$ cat config.mk
export PLATFORM = sky130hd
export DESIGN_NAME = pc_gen
export DESIGN_NICKNAME = d
export VERILOG_FILES = /design/src/rtl/pc_pkg.sv /design/src/rtl/pc_target_calc.sv /design/src/rtl/pc_gen.sv
export SDC_FILE = /design/constraint.sdc
export NUM_CORES = 1
export LEC_CHECK = 0
export ABC_AREA = 0
export BUFFER_PORTS_ARGS = -buffer_cell sky130_fd_sc_hd__buf_4
export CAP_MARGIN = 20
export CORE_MARGIN = 2
export CORE_UTILIZATION = 47
export DETAILED_ROUTE_END_ITERATION = 10
export HOLD_SLACK_MARGIN = 0.08
export PLACE_DENSITY = 0.73
export SETUP_SLACK_MARGIN = 0.5
export SYNTH_ARGS = -nofsm -noshare
export SYNTH_HDL_FRONTEND = slang
export SYNTH_SLANG_ARGS = --single-unit
$ cat constraint.sdc
create_clock -name clk -period 3.3 [get_ports clk]
set_input_delay 0.165 -clock clk [delete_from_list [all_inputs] [get_ports clk]]
set_output_delay 0.165 -clock clk [all_outputs]
set_load 0.02 [all_outputs]
$ cat src/rtl/pc_pkg.sv
// Shared definitions for the fetch-PC generator: next-PC op encodings and default vectors.
package pc_pkg;

   localparam int XLEN_DEF = 32;
   localparam logic [31:0] RESET_PC_DEF = 32'h0000_3000;
   localparam logic [31:0] EXC_VEC_DEF  = 32'h0000_4180;

   typedef enum logic [2:0] {
      NPC_SEQ = 3'b000,
      NPC_BR  = 3'b001,
      NPC_J   = 3'b010,
      NPC_JR  = 3'b011
   } npc_op_e;

endpackage

$ cat src/rtl/pc_target_calc.sv
// Combinational D-stage redirect target: branch, jump and register-jump addresses.
module pc_target_calc
   import pc_pkg::*;
#(
   parameter int XLEN = XLEN_DEF
) (
   input  logic [2:0]      npc_op,
   input  logic [XLEN-1:0] d_pc,
   input  logic [15:0]     imm_off,
   input  logic [25:0]     imm_j,
   input  logic [XLEN-1:0] jr_target,
   output logic            redir,
   output logic [XLEN-1:0] target
);

   logic [XLEN-1:0] br_off;

   assign br_off = {{(XLEN-18){imm_off[15]}}, imm_off, 2'b00};

   always_comb begin
      redir  = 1'b0;
      target = '0;
      case (npc_op)
         NPC_BR: begin
            redir  = 1'b1;
            target = d_pc + XLEN'(4) + br_off;
         end
         NPC_J: begin
            redir  = 1'b1;
            target = {d_pc[XLEN-1:28], imm_j, 2'b00};
         end
         NPC_JR: begin
            redir  = 1'b1;
            target = jr_target;
         end
         default: begin
            redir  = 1'b0;
            target = '0;
         end
      endcase
   end

endmodule

$ cat src/rtl/pc_gen.sv
// Fetch-PC register with exception/eret/redirect priority and a one-entry pending redirect buffer.
// Optional fetch address-error check enabled by defining ADEL_CHK_EN.
module pc_gen
   import pc_pkg::*;
#(
   parameter int          XLEN     = XLEN_DEF,
   parameter logic [31:0] RESET_PC = RESET_PC_DEF,
   parameter logic [31:0] EXC_VEC  = EXC_VEC_DEF,
   parameter logic [31:0] IM_BASE  = 32'h0000_3000,
   parameter logic [31:0] IM_LIMIT = 32'h0000_6FFC
) (
   input  logic            clk,
   input  logic            rst_n,
   input  logic            stall_i,
   input  logic            imem_ready_i,
   input  logic [2:0]      npc_op_i,
   input  logic [XLEN-1:0] d_pc_i,
   input  logic [15:0]     imm_off_i,
   input  logic [25:0]     imm_j_i,
   input  logic [XLEN-1:0] jr_target_i,
   input  logic            exc_req_i,
   input  logic            eret_i,
   input  logic [XLEN-1:0] epc_i,
   output logic [XLEN-1:0] f_pc_o,
   output logic            f_valid_o,
   output logic            f_exc_o,
   output logic            pend_o
);

   if (IM_BASE > IM_LIMIT) begin : g_bad_range
      $error("pc_gen: IM_BASE is above IM_LIMIT");
   end

   logic            advance;
   logic            redir;
   logic [XLEN-1:0] redir_pc;
   logic [XLEN-1:0] evt_pc;
   logic [XLEN-1:0] pc_q, pc_d;
   logic [XLEN-1:0] pend_pc_q, pend_pc_d;
   logic            pend_q, pend_d;

   assign advance = imem_ready_i & ~stall_i;

   pc_target_calc #(.XLEN(XLEN)) u_target (
      .npc_op    (npc_op_i),
      .d_pc      (d_pc_i),
      .imm_off   (imm_off_i),
      .imm_j     (imm_j_i),
      .jr_target (jr_target_i),
      .redir     (redir),
      .target    (redir_pc)
   );

   // M-stage events bypass the hazard stall; only a busy imem forces them into the buffer.
   always_comb begin
      pc_d      = pc_q;
      pend_d    = pend_q;
      pend_pc_d = pend_pc_q;
      evt_pc    = exc_req_i ? XLEN'(EXC_VEC) : epc_i;
      if (exc_req_i | eret_i) begin
         if (imem_ready_i) begin
            pc_d   = evt_pc;
            pend_d = 1'b0;
         end else begin
            pend_d    = 1'b1;
            pend_pc_d = evt_pc;
         end
      end else if (advance) begin
         pend_d = 1'b0;
         if (pend_q) begin
            pc_d = pend_pc_q;
         end else if (redir) begin
            pc_d = redir_pc;
         end else begin
            pc_d = pc_q + XLEN'(4);
         end
      end else if (!stall_i && redir && !pend_q) begin
         pend_d    = 1'b1;
         pend_pc_d = redir_pc;
      end
   end

   always_ff @(posedge clk or negedge rst_n) begin
      if (!rst_n) begin
         pc_q      <= XLEN'(RESET_PC);
         pend_q    <= 1'b0;
         pend_pc_q <= '0;
      end else begin
         pc_q      <= pc_d;
         pend_q    <= pend_d;
         pend_pc_q <= pend_pc_d;
      end
   end

   assign f_pc_o = pc_q;
   assign pend_o = pend_q;

`ifdef ADEL_CHK_EN
   logic bad_addr;
   assign bad_addr  = (pc_q[1:0] != 2'b00) || (pc_q < XLEN'(IM_BASE)) || (pc_q > XLEN'(IM_LIMIT));
   assign f_exc_o   = bad_addr;
   assign f_valid_o = ~bad_addr;
`else
   assign f_exc_o   = 1'b0;
   assign f_valid_o = 1'b1;
`endif

endmodule

==> metrics.md <==
| Metric | Value |
|---|---|
| Status | `complete, no violations` |
| Number of synthesized flops with an enable pin | `0` |
| Worst Hold Class | `primary input to flop` |
| Hold Path End | `f_pc_o[12]$_DFFE_PN1P_` |
| CP startpoint kind | `primary input` |
| Vias in the first global route | `6,886` |
| Hold_ws | `104 ps` |
| Power density over the cells | `390 nW/µm²` |
| Final setup violating endpoints | `0` |
| CORE AREA | `13,300 µm²` |
| Area growth syn-to-layout | `30.3%` |
| Sink Count | `65` |
| ANT cells | `0` |
| Die ar. | `14,700 µm²` |
| Chip height | `121 µm` |
| F_max | `0.371 GHz` |
| Critical path class | `primary input to flop` |
| Gpl congestion | `0.944` |
| Placed Area | `7990 µm²` |
| Routed WL | `23.1 mm` |
| GRT overflow | `0` |
| Worst-Margin Slew | `885 ps` |
| RR Startpoint | `f_pc_o[8]$_DFFE_PN0P_` |
| R2R Setup Slk | `840 ps` |
| Starting Density | `0.484` |
| Worst-path clk slew | `50 ps` |
| WL per Instance | `19.6 µm` |
| HP Start | `epc_i[12]` |
| Hold-critical path depth | `3` |
| CTS Buf Count | `9` |
| Largest net degree at the start of global routing | `66` |
| Drt pass-1 iters | `7` |
| Cell variety after synth | `73` |
| Final core utilization | `0.631` |
| Vias per cell | `6.16` |
| Peak supply drop | `196 µV` |
| Critical Path Max Stage Delay | `430 ps` |
| Peak fanout along the critical path | `3` |
| Nets@finish | `1,207` |
| CTS tree | `built` |
| Max_cap viols | `0` |
| Net count after synthesis | `1,046` |
| Sequential-to-total area share from yosys stat | `0.252` |
| PortBufs | `179` |
| Post-Synthesis Cells | `840` |
| RSZ-0062 raised after global routing | `yes` |
| CP bufs+invs | `2` |
| Cell chain of the critical path | `buf_4, ha_4, ha_4, fa_2, a211oi_4, o21a_1, o21ai_4, a21oi_4, buf_4, o41ai_4, o21ai_2, mux2i_1, nor4_1, o41ai_1` |
| Period utilisation layout | `0.816` |
| Total global routing track utilization | `0.313` |
| Critical Path AT | `2910 ps` |
| Syn_area_per_cell | `7.69 µm²` |
| Finished Cell Area | `8420 µm²` |
| Drt drc | `0` |
| Cell area after synthesis | `6460 µm²` |
| Final min period | `2690 ps` |
| Main synth FF type | `dfrtp_1` |
| H-tree depth | `3` |
| First-pass GRT wire length | `36.0 mm` |
| I/O pin cnt | `182` |
| DR iter-0 viols | `637` |
| Post-DP HPWL | `17.2 mm` |
| Slew margin rel. | `0.410` |
| Critical Path Start | `d_pc_i[3]` |
| R2r endpoint | `f_pc_o[30]$_DFFE_PN0P_` |
| Share of synthesized flip-flops with an asynchronous set or reset | `1.00` |
| Max Slew Vio Count | `0` |
| Vias | `7,278` |
| Maximum root-to-sink buffer count | `2` |
| Hold Vio Cnt, Final | `0` |
| Synth Register Bits | `65` |
| Initial antenna violation count | `0` |
| Max Clock Skew | `4.26 ps` |
| Leak | `3.85 nW` |
| Root buf cell | `clkbuf_16` |
| Yosys warns | `0` |
| Setup TNS | `0 ps` |
| Critical path's slowest cell | `fa_2` |
| Pwr Total | `3.28 mW` |
| Die span in x | `121 µm` |
| ANT nets after route | `0` |
| Clock Latency Late Sink | `330 ps` |
| Row count | `42` |
| Crit. End Element | `flop` |
| Worst R2R Path Depth | `8` |
| CP top delay family | `compound AO/OA/AOI/OAI gates` |
| CP required | `3510 ps` |
| Share of post-route cells with drive strength above 1 | `0.251` |
[metrics by stage]
stage          setup slack, ps  instances
3_5_place_dp              87.7       1160
4_1_cts                    529       1179
2_1_floorplan              513        840
3_3_place_gp               180       1160
6_report                   608       1182
5_1_grt                    454       1182
[power breakdown]
group | switching (mW) | internal (mW)
Combinational | 0.727 | 0.573
Clock | 0.344 | 0.646
Sequential | 0.102 | 0.889
[registers in the layout, summed over array words and instances (netlist names)]
register   count
f_pc_o        32
pend_pc_q     32
pend_o         1
[layer usage]
| layer | share of wire | global-route usage | vias up |
|---|---|---|---|
| met5 | 0 | 0 | - |
| met4 | 0.032 | 0.129 | 0 |
| met3 | 0.093 | 0.0559 | 61 |
| met2 | 0.46 | 0.492 | 412 |
| met1 | 0.42 | 0.424 | 3392 |
| li1 | - | - | 3413 |
[worst max-delay path by stage]
stage | endpoint | slack (ps) | depth (start not counted)
floorplan | pend_pc_q[19]$_DFFE_PN0P_ | 510 | 12
global placement | f_pc_o[17]$_DFFE_PN0P_ | 180 | 13
detailed placement | pend_pc_q[19]$_DFFE_PN0P_ | 90 | 13
CTS | f_pc_o[17]$_DFFE_PN0P_ | 530 | 14
global route | pend_pc_q[22]$_DFFE_PN0P_ | 450 | 13
finish | f_pc_o[31]$_DFFE_PN0P_ | 610 | 14
[cells in the mapped netlist (3+ instances only)]
library cell,instances,area share
a2111oi_0,4,0.0054
a211oi_1,10,0.012
a21o_1,14,0.016
a21oi_1,87,0.067
a221oi_1,7,0.0095
a222oi_1,8,0.012
a22o_1,5,0.0068
a22oi_1,11,0.013
a31oi_1,15,0.015
and2_1,4,0.0039
and3_1,19,0.018
buf_2,3,0.0023
clkbuf_1,49,0.028
dfrtp_1,63,0.24
ha_1,58,0.11
inv_1,10,0.0058
mux2_2,3,0.0052
mux2i_1,6,0.0093
nand2_1,98,0.057
nand2b_1,5,0.0048
nand3_1,21,0.016
nand4_1,10,0.0097
nor2_1,85,0.049
nor2b_1,6,0.0058
nor3_1,16,0.012
o211ai_1,14,0.016
o21a_1,8,0.0093
o21ai_0,62,0.048
o21ai_1,16,0.012
o21bai_1,4,0.0046
o221ai_1,3,0.0041
o22ai_1,6,0.0058
o31a_1,3,0.0041
o31ai_1,5,0.0058
or2_2,3,0.0029
xnor2_1,31,0.042
xor2_1,20,0.027
[area by class of cell]
cell class | count | area (µm²)
Inverter | 12 | 45.0
Tap cell | 176 | 220
Sequential cell | 65 | 1630
Clock buffer | 14 | 274
Multi-Input combinational cell | 706 | 4650
Clock inverter | 2 | 35.0
Fill cell | 1270 | 4930
Timing Repair Buffer | 207 | 1570
[what timing repair did]
action                                  in CTS  in global routing
hold buffers                                 1                  0
setup buffers                                2                  3
gates resized for setup                      3                 12
pin swaps                                    3                 14
endpoints found under the setup margin       6                 21
endpoints found under the hold margin       63                  0
[worst min-delay path, stage by stage]
cell	delay, ps
buf_4	110
nand2_1	70
a31oi_1	90
[layout by cell type (no fill, tap or decap), types with 4 or more instances in the layout]
| master | netlist | final |
|---|---|---|
| buf_4 | 2 | 205 |
| nand2_1 | 98 | 98 |
| a21oi_1 | 87 | 85 |
| nor2_1 | 85 | 84 |
| dfrtp_1 | 63 | 63 |
| o21ai_0 | 62 | 59 |
| ha_1 | 58 | 55 |
| xnor2_1 | 31 | 31 |
| nand3_1 | 21 | 21 |
| xor2_1 | 20 | 20 |
| and3_1 | 19 | 19 |
| o21ai_1 | 16 | 18 |
| nor3_1 | 16 | 15 |
| a31oi_1 | 15 | 15 |
| a21o_1 | 14 | 14 |
| o211ai_1 | 14 | 14 |
| a22oi_1 | 11 | 11 |
| inv_1 | 10 | 10 |
| nand4_1 | 10 | 10 |
| a211oi_1 | 10 | 9 |
| clkbuf_16 | 0 | 9 |
| o21a_1 | 8 | 8 |
| a222oi_1 | 8 | 8 |
| a221oi_1 | 7 | 7 |
| nor2b_1 | 6 | 6 |
| o22ai_1 | 6 | 6 |
| mux2i_1 | 6 | 6 |
| nand2b_1 | 5 | 5 |
| a22o_1 | 5 | 5 |
| o31ai_1 | 5 | 5 |
| and2_1 | 4 | 4 |
[kinds of logic after synthesis]
logic type,after synthesis,synth area share
other cells,2,0.00116
flops,65,0.252
simple gates,276,0.191
mux,9,0.0145
xor+xnor,51,0.0691
compound gates,309,0.314
fa+ha+maj,59,0.115
buf+inv,69,0.0420
Note: power is estimated with default switching activity, not from simulation.
